`src/rtl/bus_interconnect_if.sv`:
```
// Host and device request/response bundle for bus_interconnect.
// slave is the interconnect's view; master is the view of the surrounding hosts, devices and config.
interface bus_interconnect_if #(
  parameter int NrDevices    = 1,
  parameter int NrHosts      = 1,
  parameter int DataWidth    = 32,
  parameter int AddressWidth = 32
);
  localparam int BeWidth = DataWidth / 8;

  logic [NrHosts-1:0]                   host_req_i;
  logic [NrHosts-1:0]                   host_gnt_o;
  logic [NrHosts-1:0][AddressWidth-1:0] host_addr_i;
  logic [NrHosts-1:0]                   host_we_i;
  logic [NrHosts-1:0][BeWidth-1:0]      host_be_i;
  logic [NrHosts-1:0][DataWidth-1:0]    host_wdata_i;
  logic [NrHosts-1:0]                   host_rvalid_o;
  logic [NrHosts-1:0][DataWidth-1:0]    host_rdata_o;
  logic [NrHosts-1:0]                   host_err_o;

  logic [NrDevices-1:0]                   device_req_o;
  logic [NrDevices-1:0][AddressWidth-1:0] device_addr_o;
  logic [NrDevices-1:0]                   device_we_o;
  logic [NrDevices-1:0][BeWidth-1:0]      device_be_o;
  logic [NrDevices-1:0][DataWidth-1:0]    device_wdata_o;
  logic [NrDevices-1:0]                   device_rvalid_i;
  logic [NrDevices-1:0][DataWidth-1:0]    device_rdata_i;
  logic [NrDevices-1:0]                   device_err_i;

  logic [NrDevices-1:0][AddressWidth-1:0] cfg_device_addr_base;
  logic [NrDevices-1:0][AddressWidth-1:0] cfg_device_addr_mask;

  modport slave (
    input  host_req_i, host_addr_i, host_we_i, host_be_i, host_wdata_i,
    output host_gnt_o, host_rvalid_o, host_rdata_o, host_err_o,
    output device_req_o, device_addr_o, device_we_o, device_be_o, device_wdata_o,
    input  device_rvalid_i, device_rdata_i, device_err_i,
    input  cfg_device_addr_base, cfg_device_addr_mask
  );

  modport master (
    output host_req_i, host_addr_i, host_we_i, host_be_i, host_wdata_i,
    input  host_gnt_o, host_rvalid_o, host_rdata_o, host_err_o,
    input  device_req_o, device_addr_o, device_we_o, device_be_o, device_wdata_o,
    output device_rvalid_i, device_rdata_i, device_err_i,
    output cfg_device_addr_base, cfg_device_addr_mask
  );
endinterface

```
`src/rtl/bus_interconnect.sv`:
```
// Single-outstanding host->device interconnect: fixed-priority grant and address decode in the request cycle,
// response routed back the next cycle. Devices never stall; losing hosts hold their request until granted.
module bus_interconnect #(
  parameter int NrDevices    = 1,
  parameter int NrHosts      = 1,
  parameter int DataWidth    = 32,
  parameter int AddressWidth = 32
) (
  input logic clk_i,
  input logic rst_i,
  bus_interconnect_if.slave bus
);
  localparam int BeWidth  = DataWidth / 8;
  localparam int HostIdxW = (NrHosts > 1) ? $clog2(NrHosts) : 1;
  localparam int DevIdxW  = (NrDevices > 1) ? $clog2(NrDevices) : 1;

  logic                    gnt_any;
  logic [HostIdxW-1:0]     win_host;
  logic [AddressWidth-1:0] win_addr;
  logic                    win_we;
  logic [BeWidth-1:0]      win_be;
  logic [DataWidth-1:0]    win_wdata;
  logic                    dev_hit;
  logic [DevIdxW-1:0]      hit_dev;

  logic                rsp_valid_d, rsp_valid_q;
  logic [HostIdxW-1:0] rsp_host_d, rsp_host_q;
  logic [DevIdxW-1:0]  rsp_dev_d, rsp_dev_q;
  logic                rsp_unmapped_d, rsp_unmapped_q;

  logic                 sel_rvalid;
  logic [DataWidth-1:0] sel_rdata;
  logic                 sel_err;

  // Descending scan so the lowest-index requester is the last (winning) assignment.
  always_comb begin
    gnt_any   = 1'b0;
    win_host  = '0;
    win_addr  = '0;
    win_we    = 1'b0;
    win_be    = '0;
    win_wdata = '0;
    for (int h = NrHosts - 1; h >= 0; h--) begin
      if (bus.host_req_i[h]) begin
        gnt_any   = 1'b1;
        win_host  = HostIdxW'(h);
        win_addr  = bus.host_addr_i[h];
        win_we    = bus.host_we_i[h];
        win_be    = bus.host_be_i[h];
        win_wdata = bus.host_wdata_i[h];
      end
    end
  end

  always_comb begin
    dev_hit = 1'b0;
    hit_dev = '0;
    for (int d = NrDevices - 1; d >= 0; d--) begin
      if ((win_addr & bus.cfg_device_addr_mask[d]) ==
          (bus.cfg_device_addr_base[d] & bus.cfg_device_addr_mask[d])) begin
        dev_hit = 1'b1;
        hit_dev = DevIdxW'(d);
      end
    end
  end

  always_comb begin
    bus.host_gnt_o = '0;
    for (int h = 0; h < NrHosts; h++) begin
      bus.host_gnt_o[h] = gnt_any && (win_host == HostIdxW'(h));
    end
  end

  always_comb begin
    bus.device_req_o   = '0;
    bus.device_addr_o  = '0;
    bus.device_we_o    = '0;
    bus.device_be_o    = '0;
    bus.device_wdata_o = '0;
    for (int d = 0; d < NrDevices; d++) begin
      bus.device_req_o[d]   = gnt_any && dev_hit && (hit_dev == DevIdxW'(d));
      bus.device_addr_o[d]  = win_addr;
      bus.device_we_o[d]    = win_we;
      bus.device_be_o[d]    = win_be;
      bus.device_wdata_o[d] = win_wdata;
    end
  end

  always_comb begin
    rsp_valid_d    = gnt_any;
    rsp_host_d     = gnt_any ? win_host : '0;
    rsp_dev_d      = gnt_any ? hit_dev : '0;
    rsp_unmapped_d = gnt_any && !dev_hit;
  end

  always_ff @(posedge clk_i or posedge rst_i) begin
    if (rst_i) begin
      rsp_valid_q    <= 1'b0;
      rsp_host_q     <= '0;
      rsp_dev_q      <= '0;
      rsp_unmapped_q <= 1'b0;
    end else begin
      rsp_valid_q    <= rsp_valid_d;
      rsp_host_q     <= rsp_host_d;
      rsp_dev_q      <= rsp_dev_d;
      rsp_unmapped_q <= rsp_unmapped_d;
    end
  end

  // An unmapped request is answered by the interconnect itself with an error.
  always_comb begin
    sel_rvalid = 1'b0;
    sel_rdata  = '0;
    sel_err    = 1'b0;
    if (rsp_unmapped_q) begin
      sel_rvalid = 1'b1;
      sel_err    = 1'b1;
    end else begin
      for (int d = 0; d < NrDevices; d++) begin
        if (rsp_dev_q == DevIdxW'(d)) begin
          sel_rvalid = bus.device_rvalid_i[d];
          sel_rdata  = bus.device_rdata_i[d];
          sel_err    = bus.device_err_i[d];
        end
      end
    end
  end

  always_comb begin
    bus.host_rvalid_o = '0;
    bus.host_rdata_o  = '0;
    bus.host_err_o    = '0;
    for (int h = 0; h < NrHosts; h++) begin
      if (rsp_valid_q && (rsp_host_q == HostIdxW'(h))) begin
        bus.host_rvalid_o[h] = sel_rvalid;
        bus.host_rdata_o[h]  = sel_rdata;
        bus.host_err_o[h]    = sel_err;
      end
    end
  end
endmodule

```
`src/flat_wrapper.sv`:
```
// flat-port wrapper written by rule: the top's interface ports become plain ports
module bus_interconnect_flat 
#(
  parameter int NrDevices    = 1,
  parameter int NrHosts      = 1,
  parameter int DataWidth    = 32,
  parameter int AddressWidth = 32
)
  (clk_i, rst_i, bus_host_req_i, bus_host_addr_i, bus_host_we_i, bus_host_be_i, bus_host_wdata_i, bus_host_gnt_o, bus_host_rvalid_o, bus_host_rdata_o, bus_host_err_o, bus_device_req_o, bus_device_addr_o, bus_device_we_o, bus_device_be_o, bus_device_wdata_o, bus_device_rvalid_i, bus_device_rdata_i, bus_device_err_i, bus_cfg_device_addr_base, bus_cfg_device_addr_mask);
  bus_interconnect_if #(.NrDevices(NrDevices), .NrHosts(NrHosts), .DataWidth(DataWidth), .AddressWidth(AddressWidth)) bus_i ();
  input logic clk_i;
  input logic rst_i;
  input wire logic [$bits(bus_i.host_req_i)-1:0] bus_host_req_i;
  input wire logic [$bits(bus_i.host_addr_i)-1:0] bus_host_addr_i;
  input wire logic [$bits(bus_i.host_we_i)-1:0] bus_host_we_i;
  input wire logic [$bits(bus_i.host_be_i)-1:0] bus_host_be_i;
  input wire logic [$bits(bus_i.host_wdata_i)-1:0] bus_host_wdata_i;
  output wire logic [$bits(bus_i.host_gnt_o)-1:0] bus_host_gnt_o;
  output wire logic [$bits(bus_i.host_rvalid_o)-1:0] bus_host_rvalid_o;
  output wire logic [$bits(bus_i.host_rdata_o)-1:0] bus_host_rdata_o;
  output wire logic [$bits(bus_i.host_err_o)-1:0] bus_host_err_o;
  output wire logic [$bits(bus_i.device_req_o)-1:0] bus_device_req_o;
  output wire logic [$bits(bus_i.device_addr_o)-1:0] bus_device_addr_o;
  output wire logic [$bits(bus_i.device_we_o)-1:0] bus_device_we_o;
  output wire logic [$bits(bus_i.device_be_o)-1:0] bus_device_be_o;
  output wire logic [$bits(bus_i.device_wdata_o)-1:0] bus_device_wdata_o;
  input wire logic [$bits(bus_i.device_rvalid_i)-1:0] bus_device_rvalid_i;
  input wire logic [$bits(bus_i.device_rdata_i)-1:0] bus_device_rdata_i;
  input wire logic [$bits(bus_i.device_err_i)-1:0] bus_device_err_i;
  input wire logic [$bits(bus_i.cfg_device_addr_base)-1:0] bus_cfg_device_addr_base;
  input wire logic [$bits(bus_i.cfg_device_addr_mask)-1:0] bus_cfg_device_addr_mask;
  assign bus_i.host_req_i = bus_host_req_i;
  assign bus_i.host_addr_i = bus_host_addr_i;
  assign bus_i.host_we_i = bus_host_we_i;
  assign bus_i.host_be_i = bus_host_be_i;
  assign bus_i.host_wdata_i = bus_host_wdata_i;
  assign bus_host_gnt_o = bus_i.host_gnt_o;
  assign bus_host_rvalid_o = bus_i.host_rvalid_o;
  assign bus_host_rdata_o = bus_i.host_rdata_o;
  assign bus_host_err_o = bus_i.host_err_o;
  assign bus_device_req_o = bus_i.device_req_o;
  assign bus_device_addr_o = bus_i.device_addr_o;
  assign bus_device_we_o = bus_i.device_we_o;
  assign bus_device_be_o = bus_i.device_be_o;
  assign bus_device_wdata_o = bus_i.device_wdata_o;
  assign bus_i.device_rvalid_i = bus_device_rvalid_i;
  assign bus_i.device_rdata_i = bus_device_rdata_i;
  assign bus_i.device_err_i = bus_device_err_i;
  assign bus_i.cfg_device_addr_base = bus_cfg_device_addr_base;
  assign bus_i.cfg_device_addr_mask = bus_cfg_device_addr_mask;
  bus_interconnect #(.NrDevices(NrDevices), .NrHosts(NrHosts), .DataWidth(DataWidth), .AddressWidth(AddressWidth)) u_core (.clk_i(clk_i), .rst_i(rst_i), .bus(bus_i));
endmodule
```
`config.mk`:
```
export PLATFORM = sky130hd
export DESIGN_NAME = bus_interconnect_flat
export DESIGN_NICKNAME = d
export VERILOG_FILES = /design/src/rtl/bus_interconnect_if.sv /design/src/rtl/bus_interconnect.sv /design/src/flat_wrapper.sv
export SDC_FILE = /design/constraint.sdc
export NUM_CORES = 1
export LEC_CHECK = 0
export ABC_AREA = 1
export ABC_CLOCK_PERIOD_IN_PS = 1400
export BUFFER_PORTS_ARGS = -buffer_cell sky130_fd_sc_hd__buf_2
export CAP_MARGIN = 10
export CELL_PAD_IN_SITES_DETAIL_PLACEMENT = 1
export CELL_PAD_IN_SITES_GLOBAL_PLACEMENT = 2
export CORE_MARGIN = 5
export CORE_UTILIZATION = 10
export DETAILED_ROUTE_END_ITERATION = 10
export PLACE_DENSITY = 0.94
export SYNTH_ARGS = -nofsm -noshare
export SYNTH_HDL_FRONTEND = slang
export SYNTH_SLANG_ARGS = --single-unit
```
`constraint.sdc`:
```
create_clock -name clk_i -period 1.4 [get_ports clk_i]
set_clock_uncertainty 0.1 [all_clocks]
set_input_delay 0.07 -clock clk_i [delete_from_list [all_inputs] [get_ports clk_i]]
set_output_delay 0.07 -clock clk_i [all_outputs]
set_load 0.02 [all_outputs]
```
==> results of run 1 <==
==> repair_timing <==
| item | CTS | global route |
|---|---|---|
| buffers inserted | 6 | 1 |
| resized for setup | 163 | 18 |
| hold buffers | 1 | 0 |
| endpoints found under the setup margin | 34 | 34 |
| endpoints found under the hold margin | 2 | 0 |
| gates cloned | 3 | 0 |
| pin swaps | 14 | 10 |
==> Yosys cell counts (all sizes together) <==
| cell | number |
|---|---|
| a21oi | 1 |
| dfrtp | 2 |
| clkbuf | 5 |
| nand3 | 63 |
| buf | 11 |
| inv | 136 |
| nor2 | 48 |
| or2 | 1 |
| o21ai | 1 |
| nand2 | 118 |
==> stage by stage <==
step / power [mW] / area (um^2) / TNS [ps]
6_report: 1.764 / 4320 / -3062
5_1_grt: 1.906 / 4320 / -4499
4_1_cts: 1.770 / 4244 / -2796
3_5_place_dp: 1.124 / 3492 / -711.8
3_3_place_gp: 1.104 / 3492 / -662.2
2_1_floorplan: 0.5745 / 1654 / -1247
==> layout make-up <==
class	instances	area [um^2]
Clock buffer	3	75.07
Sequential cell	2	50.05
Tap cell	220	275.3
Fill cell	2172	12090
Timing Repair Buffer	322	2068
Inverter	136	510.5
Multi-Input combinational cell	232	1341
==> flip-flops by register name, indices dropped and copies added (netlist names) <==
signal                 count
u_core.rsp_valid_q         1
u_core.rsp_unmapped_q      1
==> path summary, 6_finish.rpt <==
| path | from | to | depth (start not counted) |
|---|---|---|---|
| max in group asynchronous | rst_i | u_core.rsp_valid_q | 3 |
| max | u_core.rsp_unmapped_q | bus_host_rdata_o[11] | 4 |
| min | bus_host_req_i | u_core.rsp_valid_q | 2 |
| min in group asynchronous | rst_i | u_core.rsp_unmapped_q | 3 |
==> routing by layer <==
metal	global-route usage (%)	vias to the layer above	share of wire, %
met5	0	-	0
met1	12.24	1491	36
met4	1.699	0	1.3
li1	-	1696	-
met2	23.74	166	54
met3	3.448	14	8.4
==> power by group <==
group | leakage (nW) | switching, mW | internal, mW
clock | 0.0370 | 0.0649 | 0.363
combinational | 2.93 | 0.701 | 0.571
sequential | 0.0233 | 0.00189 | 0.0613
==> layout by cell type, fill, tap and decap left out, drive strengths merged <==
cell type	n
or2	1
buf	321
a21oi	1
nor2	48
dfrtp	2
clkbuf	3
nand2	118
nand3	63
o21ai	1
inv	136
dlygate4sd3	1
==> logic make-up after synthesis <==
family | after synthesis
buffers and inverters | 152
flip-flops | 2
AO/OA/AOI/OAI | 2
AND/OR/NAND/NOR | 230
==> results.sh, run 1 <==
export IMPL_cp_slowest_cell="dfrtp_1"
export IMPL_dieArea_mm2=0.01921
export IMPL_num_rows=47
export IMPL_p_leak_nw=2.993
export IMPL_report_final_slew_viol_count=0
export IMPL_drt_wl_total_um=12040
export IMPL_grt_pass1_vias=3625
export IMPL_period_minus_slack_ps=1524
export IMPL_hold_violations=0
export IMPL_initial_utilization_pct=10.08
export IMPL_die_width_um=138.6
export IMPL_setup_ws_ps=-124.0
export IMPL_fmax_mhz=656.2
export IMPL_vias=3367
export IMPL_slowest_delay_ps=380
export IMPL_hpwl_um=10160
export IMPL_pre_cts_slack_ps=-457.7
export IMPL_antenna_found_initial=0
export IMPL_endpoint_kind="primary output"
export IMPL_core_mm2=0.01641
export IMPL_first_iter_violations=36
export IMPL_finalCritPeriodShare_pct=108.9
export IMPL_clockRootBuffer="clkbuf_16"
export IMPL_ir_worst_vdd_v=0.0002623
export IMPL_finish_net_count=867
export IMPL_synthMuxAreaShare_pct=0
export IMPL_ys_seq_area_share_pct=3.026
export IMPL_critPathBufInv=2
export IMPL_cp_arrival_ps=1350
export IMPL_synth_area_top_cells="inv_1 (30%), nand2_1 (26%), nand3_1 (19%)"
export IMPL_hp_class="in -> reg"
export IMPL_synth_xor_area_share_pct=0
export IMPL_grt_pass1_wl_um=18800
export IMPL_final_antenna_net_count=0
export IMPL_dp_cells=902
export IMPL_cts_tree="built"
export IMPL_drc=0
export IMPL_relSlewSlack_pct=81.81
export IMPL_ys_seq_elements=2
export IMPL_area_delta_synth_final_pct=161.2
export IMPL_stdcell_count=915
export IMPL_cts_buffers=3
export IMPL_wl_per_cell_um=13.16
export IMPL_grt_max_degree=30
export IMPL_cap_violations=0
export IMPL_io_pins=275
export IMPL_setup_viol=33
export IMPL_fp_dieH_um=138.6
export IMPL_violations="negative setup slack"
export IMPL_crit_chain="or2_4 -> buf_16 -> nor2_4 -> buf_6"
export IMPL_clk_pin_slew_worst_paths_ps=30
export IMPL_drive_above_1_share_pct=56.69
export IMPL_viasPerCell=3.680
export IMPL_cp_max_fo=8
export IMPL_setup_worst_path_class="reg -> out"
export IMPL_gp_congestion=0.7924
export IMPL_clockBufferDepth=2
export IMPL_synthDistinctLibCells=17
export IMPL_netlist_area_leader_share_pct=30.41
export IMPL_insertedDiodeCount=0
export IMPL_drt_pass1_iterations=4
export IMPL_worstMarginPinSlew_ps=272.8
export IMPL_synth_adder_area_share_pct=0
export IMPL_rsz0062_at_grt="true"
export IMPL_synth_compound_area_share_pct=0.6051
export IMPL_netlist_instances=386
export IMPL_crit_required_ps=1230
export IMPL_final_core_util_pct=26.33
export IMPL_grt_overflow=0
export IMPL_outcome="complete, but fails checks"
export IMPL_yosys_area_share_simple_pct=58.17
export IMPL_synth_nets=556
export IMPL_yosys_warnings=0
export IMPL_numClockSinks=2
export IMPL_synth_top_family_by_area="simple AND/OR/NAND/NOR gates"
export IMPL_grt_usage_pct=11.80
export IMPL_synth_area_leader_cell="inv_1"
export IMPL_syn_area_mm2=0.001654
export IMPL_syn_area_per_cell_um2=4.285
export IMPL_power_density_mw_per_mm2=408.3
export IMPL_cp_start_kind="flip-flop"
export IMPL_port_buffers=274
export IMPL_crit_family="simple AND/OR/NAND/NOR gates"
export IMPL_holdWs_ps=61.93
export IMPL_h_tree_depth=1
Power figures use the tool's default switching activity.
==> run 2, diff against run 1 <==
- SKIP_CTS_REPAIR_TIMING: unset -> 1
==> results.sh, run 2 (synthesis results as in run 1) <==
export IMPL_outcome="complete, but fails checks"
export IMPL_violations="negative setup slack"
export IMPL_setup_viol=33
export IMPL_num_rows=47
export IMPL_hp_start="bus_host_req_i"
export IMPL_design_area_mm2=0.004302
export IMPL_rsz0062_at_grt="true"
export IMPL_grt_use_met3_pct=4.310
export IMPL_dieArea_mm2=0.01921
export IMPL_clockRootBuffer="clkbuf_16"
export IMPL_seqPwrFrac_pct=3.6
export IMPL_holdWs_ps=57.10
export IMPL_gp_congestion=0.7924
export IMPL_fillers=2161
export IMPL_drt_pass1_iterations=4
export IMPL_hpwl_um=10160
export IMPL_hold_violations=0
export IMPL_die_width_um=138.6
export IMPL_p_leak_nw=2.989
export IMPL_port_buffers=274
export IMPL_antenna_found_initial=0
export IMPL_grt_pass1_wl_um=17010
export IMPL_report_final_slew_viol_count=0
export IMPL_layout_commonest_cell="buf_2"
export IMPL_use_met2_pct=20.99
export IMPL_finalCritPeriodShare_pct=109.2
export IMPL_grt_use_met1_pct=10.54
export IMPL_insertedDiodeCount=0
export IMPL_numClockSinks=2
export IMPL_clockBufferDepth=2
export IMPL_crit_required_ps=1230
export IMPL_clk_pin_slew_worst_paths_ps=30
export IMPL_area_delta_synth_final_pct=160.1
export IMPL_core_mm2=0.01641
export IMPL_grt_usage_pct=10.63
export IMPL_pwr_share_clk_pct=24.2
export IMPL_cap_violations=0
export IMPL_final_core_util_pct=26.22
export IMPL_cts_tree="built"
export IMPL_vias=3373
export IMPL_final_antenna_net_count=0
export IMPL_p_sw_share_pct=43.30
export IMPL_initial_utilization_pct=10.08
export IMPL_largestRegisters="u_core.rsp_unmapped_q (1), u_core.rsp_valid_q (1)"
export IMPL_io_pins=275
export IMPL_p_comb_share_pct=72.2
export IMPL_grt_pass1_vias=3415
export IMPL_p_switching_mw=0.7636
export IMPL_first_iter_violations=51
export IMPL_finalPower_mw=1.763
export IMPL_relSlewSlack_pct=81.80
export IMPL_wl_per_cell_um=13.37
export IMPL_dp_cells=902
export IMPL_grt_most_used_layer="met2"
export IMPL_drt_wl_total_um=12210
export IMPL_h_tree_depth=1
export IMPL_cp_max_fo=8
export IMPL_stdcell_count=913
export IMPL_ir_worst_vdd_v=0.0002791
export IMPL_finish_net_count=865
export IMPL_setup_worst_path_class="reg -> out"
export IMPL_cp_start_kind="flip-flop"
export IMPL_grt_max_degree=33
export IMPL_viasPerCell=3.694
export IMPL_period_minus_slack_ps=1529
export IMPL_power_density_mw_per_mm2=409.9
export IMPL_setup_ws_ps=-128.5
export IMPL_p_int_mw=0.9998
export IMPL_cp_arrival_ps=1360
export IMPL_endpoint_kind="primary output"
export IMPL_cts_buffers=3
export IMPL_worstMarginPinSlew_ps=272.9
export IMPL_drive_above_1_share_pct=57.14
export IMPL_post_dp_cell_area_mm2=0.003492
export IMPL_drc=0
export IMPL_cp_startpoint="u_core.rsp_unmapped_q"
export IMPL_fmax_mhz=654.2
export IMPL_grt_overflow=0
export IMPL_final_cell_mix="buf_2 (240), inv_1 (134), nand2_1 (96)"
export IMPL_hp_class="in -> reg"
export IMPL_fp_dieH_um=138.6
## run 2: changes by cell type in the layout (fill, tap and decap cells not counted), sizes merged
cell	change
buf	-6
clkbuf	+4
## run 2: power by group through the flow
stage / clock network [mW] / registers (mW) / logic [mW]
floorplan: 0 / 0.0628 / 0.512
CTS: 0.437 / 0.0627 / 1.06
detailed placement: 0 / 0.0633 / 1.06
global placement: 0 / 0.0632 / 1.04
finish: 0.427 / 0.0629 / 1.27
global route: 0.444 / 0.0631 / 1.40
## run 2: final timing paths
kind | depth (start not counted) | end | slack, ps
min in group asynchronous | 3 | u_core.rsp_unmapped_q | 180
worst min-delay path | 2 | u_core.rsp_valid_q | 60
max in group asynchronous | 3 | u_core.rsp_valid_q | 890
worst max-delay path | 4 | bus_host_rdata_o[3] | -130
## run 2: final cells by class
class / instances / area (um^2) / share of cell area (%)
Inverter: 136 / 510.5 / 11.87
Tap cell: 220 / 275.3 / 6.399
Sequential cell: 2 / 50.05 / 1.163
Multi-Input combinational cell: 232 / 1310 / 30.45
Clock buffer: 3 / 75.07 / 1.745
Timing Repair Buffer: 320 / 2081 / 48.37
## run 2: worst max-delay path, stage by stage, from the launching register on
cell	delay, ps
dfrtp_1	380
or2_4	310
clkbuf_16	200
nor2_2	120
buf_6	130
## run 2: metrics by stage
stage	TNS [ps]	worst slack (ps)
finish	-2596	-128.5
global route	-3988	-170.0
CTS	-4586	-466.6
detailed placement	-711.8	-457.7
global placement	-662.2	-428.4
floorplan	-1247	-41.57
## run 2: layer usage
layer  vias up  wire length, um  share of wire (%)
met3        22             1074                8.8
met2       170             6603                 54
li1       1690                -                  -
met5         -                0                  0
met4         0              286                2.3
met1      1491             4241                 35
==> run 3, diff against run 2 <==
- BUFFER_PORTS_ARGS: -buffer_cell sky130_fd_sc_hd__buf_2 -> unset
- CORE_AREA: unset -> 5 5 103 105
- CORE_MARGIN: 5 -> unset
- CORE_UTILIZATION: 10 -> unset
- DIE_AREA: unset -> 0 0 108 110
- DONT_BUFFER_PORTS: unset -> 1
- PLACE_DENSITY: 0.94 -> 0.75
==> results.sh, run 3 (synthesis results as in run 1) <==
export IMPL_finish_net_count=589
export IMPL_setup_worst_path_class="reg -> out"
export IMPL_relSlewSlack_pct=74.01
export IMPL_final_cell_mix="inv_1 (133), nand2_1 (114), nand3_1 (63)"
export IMPL_clk_pin_slew_worst_paths_ps=30
export IMPL_drc=0
export IMPL_drt_pass1_iterations=4
export IMPL_cap_violations=0
export IMPL_crit_required_ps=1230
export IMPL_viasPerCell=4.142
export IMPL_port_buffers=0
export IMPL_io_pins=275
export IMPL_numClockSinks=2
export IMPL_hold_violations=0
export IMPL_h_tree_depth=1
export IMPL_initial_utilization_pct=17.32
export IMPL_dieArea_mm2=0.01188
export IMPL_finalCritPeriodShare_pct=98.06
export IMPL_ir_worst_vdd_v=0.0001337
export IMPL_design_area_mm2=0.002112
export IMPL_finalPower_mw=0.8949
export IMPL_p_leak_nw=1.673
export IMPL_worstMarginPinSlew_ps=388.4
export IMPL_report_final_slew_viol_count=0
export IMPL_grt_pass1_vias=2319
export IMPL_grt_max_degree=99
export IMPL_first_iter_violations=83
export IMPL_power_density_mw_per_mm2=423.7
export IMPL_drt_wl_total_um=8097
export IMPL_pre_cts_slack_ps=-24.71
export IMPL_rsz0062_at_grt="true"
export IMPL_grt_usage_pct=11.25
export IMPL_clockBufferDepth=2
export IMPL_grt_pass1_wl_um=10870
export IMPL_insertedDiodeCount=0
export IMPL_layout_commonest_cell="inv_1"
export IMPL_hpwl_um=7133
export IMPL_clockRootBuffer="clkbuf_8"
export IMPL_outcome="completed"
export IMPL_cp_max_fo=8
export IMPL_area_delta_synth_final_pct=27.69
export IMPL_cts_tree="built"
export IMPL_antenna_found_initial=0
export IMPL_cts_buffers=3
export IMPL_final_antenna_net_count=0
export IMPL_die_width_um=108
export IMPL_num_rows=36
export IMPL_setup_viol=0
export IMPL_period_minus_slack_ps=1373
export IMPL_fmax_mhz=728.4
export IMPL_setup_ws_ps=27.16
export IMPL_gp_congestion=0.6850
export IMPL_fp_dieH_um=110
export IMPL_drive_above_1_share_pct=15.59
export IMPL_grt_overflow=0
export IMPL_vias=2278
export IMPL_fillers=1337
export IMPL_core_mm2=0.009549
export IMPL_post_dp_cell_area_mm2=0.001984
export IMPL_cp_arrival_ps=1200
export IMPL_hp_class="in -> out"
export IMPL_cp_start_kind="flip-flop"
export IMPL_largestRegisters="u_core.rsp_unmapped_q (1), u_core.rsp_valid_q (1)"
export IMPL_endpoint_kind="primary output"
export IMPL_wl_per_cell_um=14.72
==> run 3: changes by cell type in the layout (fill, tap and decap cells not counted), moves of 3 or more <==
cell	delta
buf_4	+4
buf_6	-34
nand2_2	-17
clkbuf_8	+3
buf_12	-6
nand2_1	+18
or2_4	+3
nand3_2	-6
nor2_1	+32
nor2_4	-30
clkbuf_16	-7
buf_2	-240
nand3_1	+6
==> run 3: where the power goes <==
part | switching, mW | internal [mW]
logic | 0.416 | 0.191
clock network | 0.0420 | 0.181
registers | 0.00304 | 0.0616
total | 0.461 | 0.434
==> run 3: metrics by stage <==
stage,utilization (%),hold WS [ps],setup TNS [ps],std cells
floorplan,-,-288.8,-1247,386
global placement,20.78,-281.2,0,541
detailed placement,20.78,-272.3,-80.78,541
CTS,21.21,-494.3,-7021,544
global route,22.12,42.57,-240.8,550
finish,22.12,43.68,0,550
==> run 3: critical path: stages (launching register included) <==
cell and delay (ps):
dfrtp_2 430, or2_4 290, nor2_1 120, buf_4 160
==> run 3: path summary, 6_finish.rpt <==
path                                    endpoint  slack [ps]  cells past startpoint             startpoint
min                               bus_host_gnt_o          40                      0         bus_host_req_i
max                          bus_host_rdata_o[4]          30                      3  u_core.rsp_unmapped_q
max in group asynchronous  u_core.rsp_unmapped_q         980                      2                  rst_i
min in group asynchronous  u_core.rsp_unmapped_q          90                      2                  rst_i
==> run 3: per-layer routing <==
metal | share of wire [%] | vias to the layer above | track usage [%]
met5 | 0 | - | 0
li1 | - | 1142 | -
met1 | 32 | 981 | 10.49
met4 | 0.75 | 0 | 2.976
met2 | 56 | 151 | 23.18
met3 | 12 | 4 | 3.669
==> run 3: area by class of cell <==
| cell class | count | area (um^2) | share of cell area [%] |
|---|---|---|---|
| multi-input combinational | 235 | 1026 | 48.58 |
| inverter | 136 | 510.5 | 24.17 |
| timing repair buffer | 41 | 316.6 | 14.99 |
| tap | 133 | 166.4 | 7.879 |
| sequential | 2 | 51.30 | 2.429 |
| clock buffer | 3 | 41.29 | 1.955 |
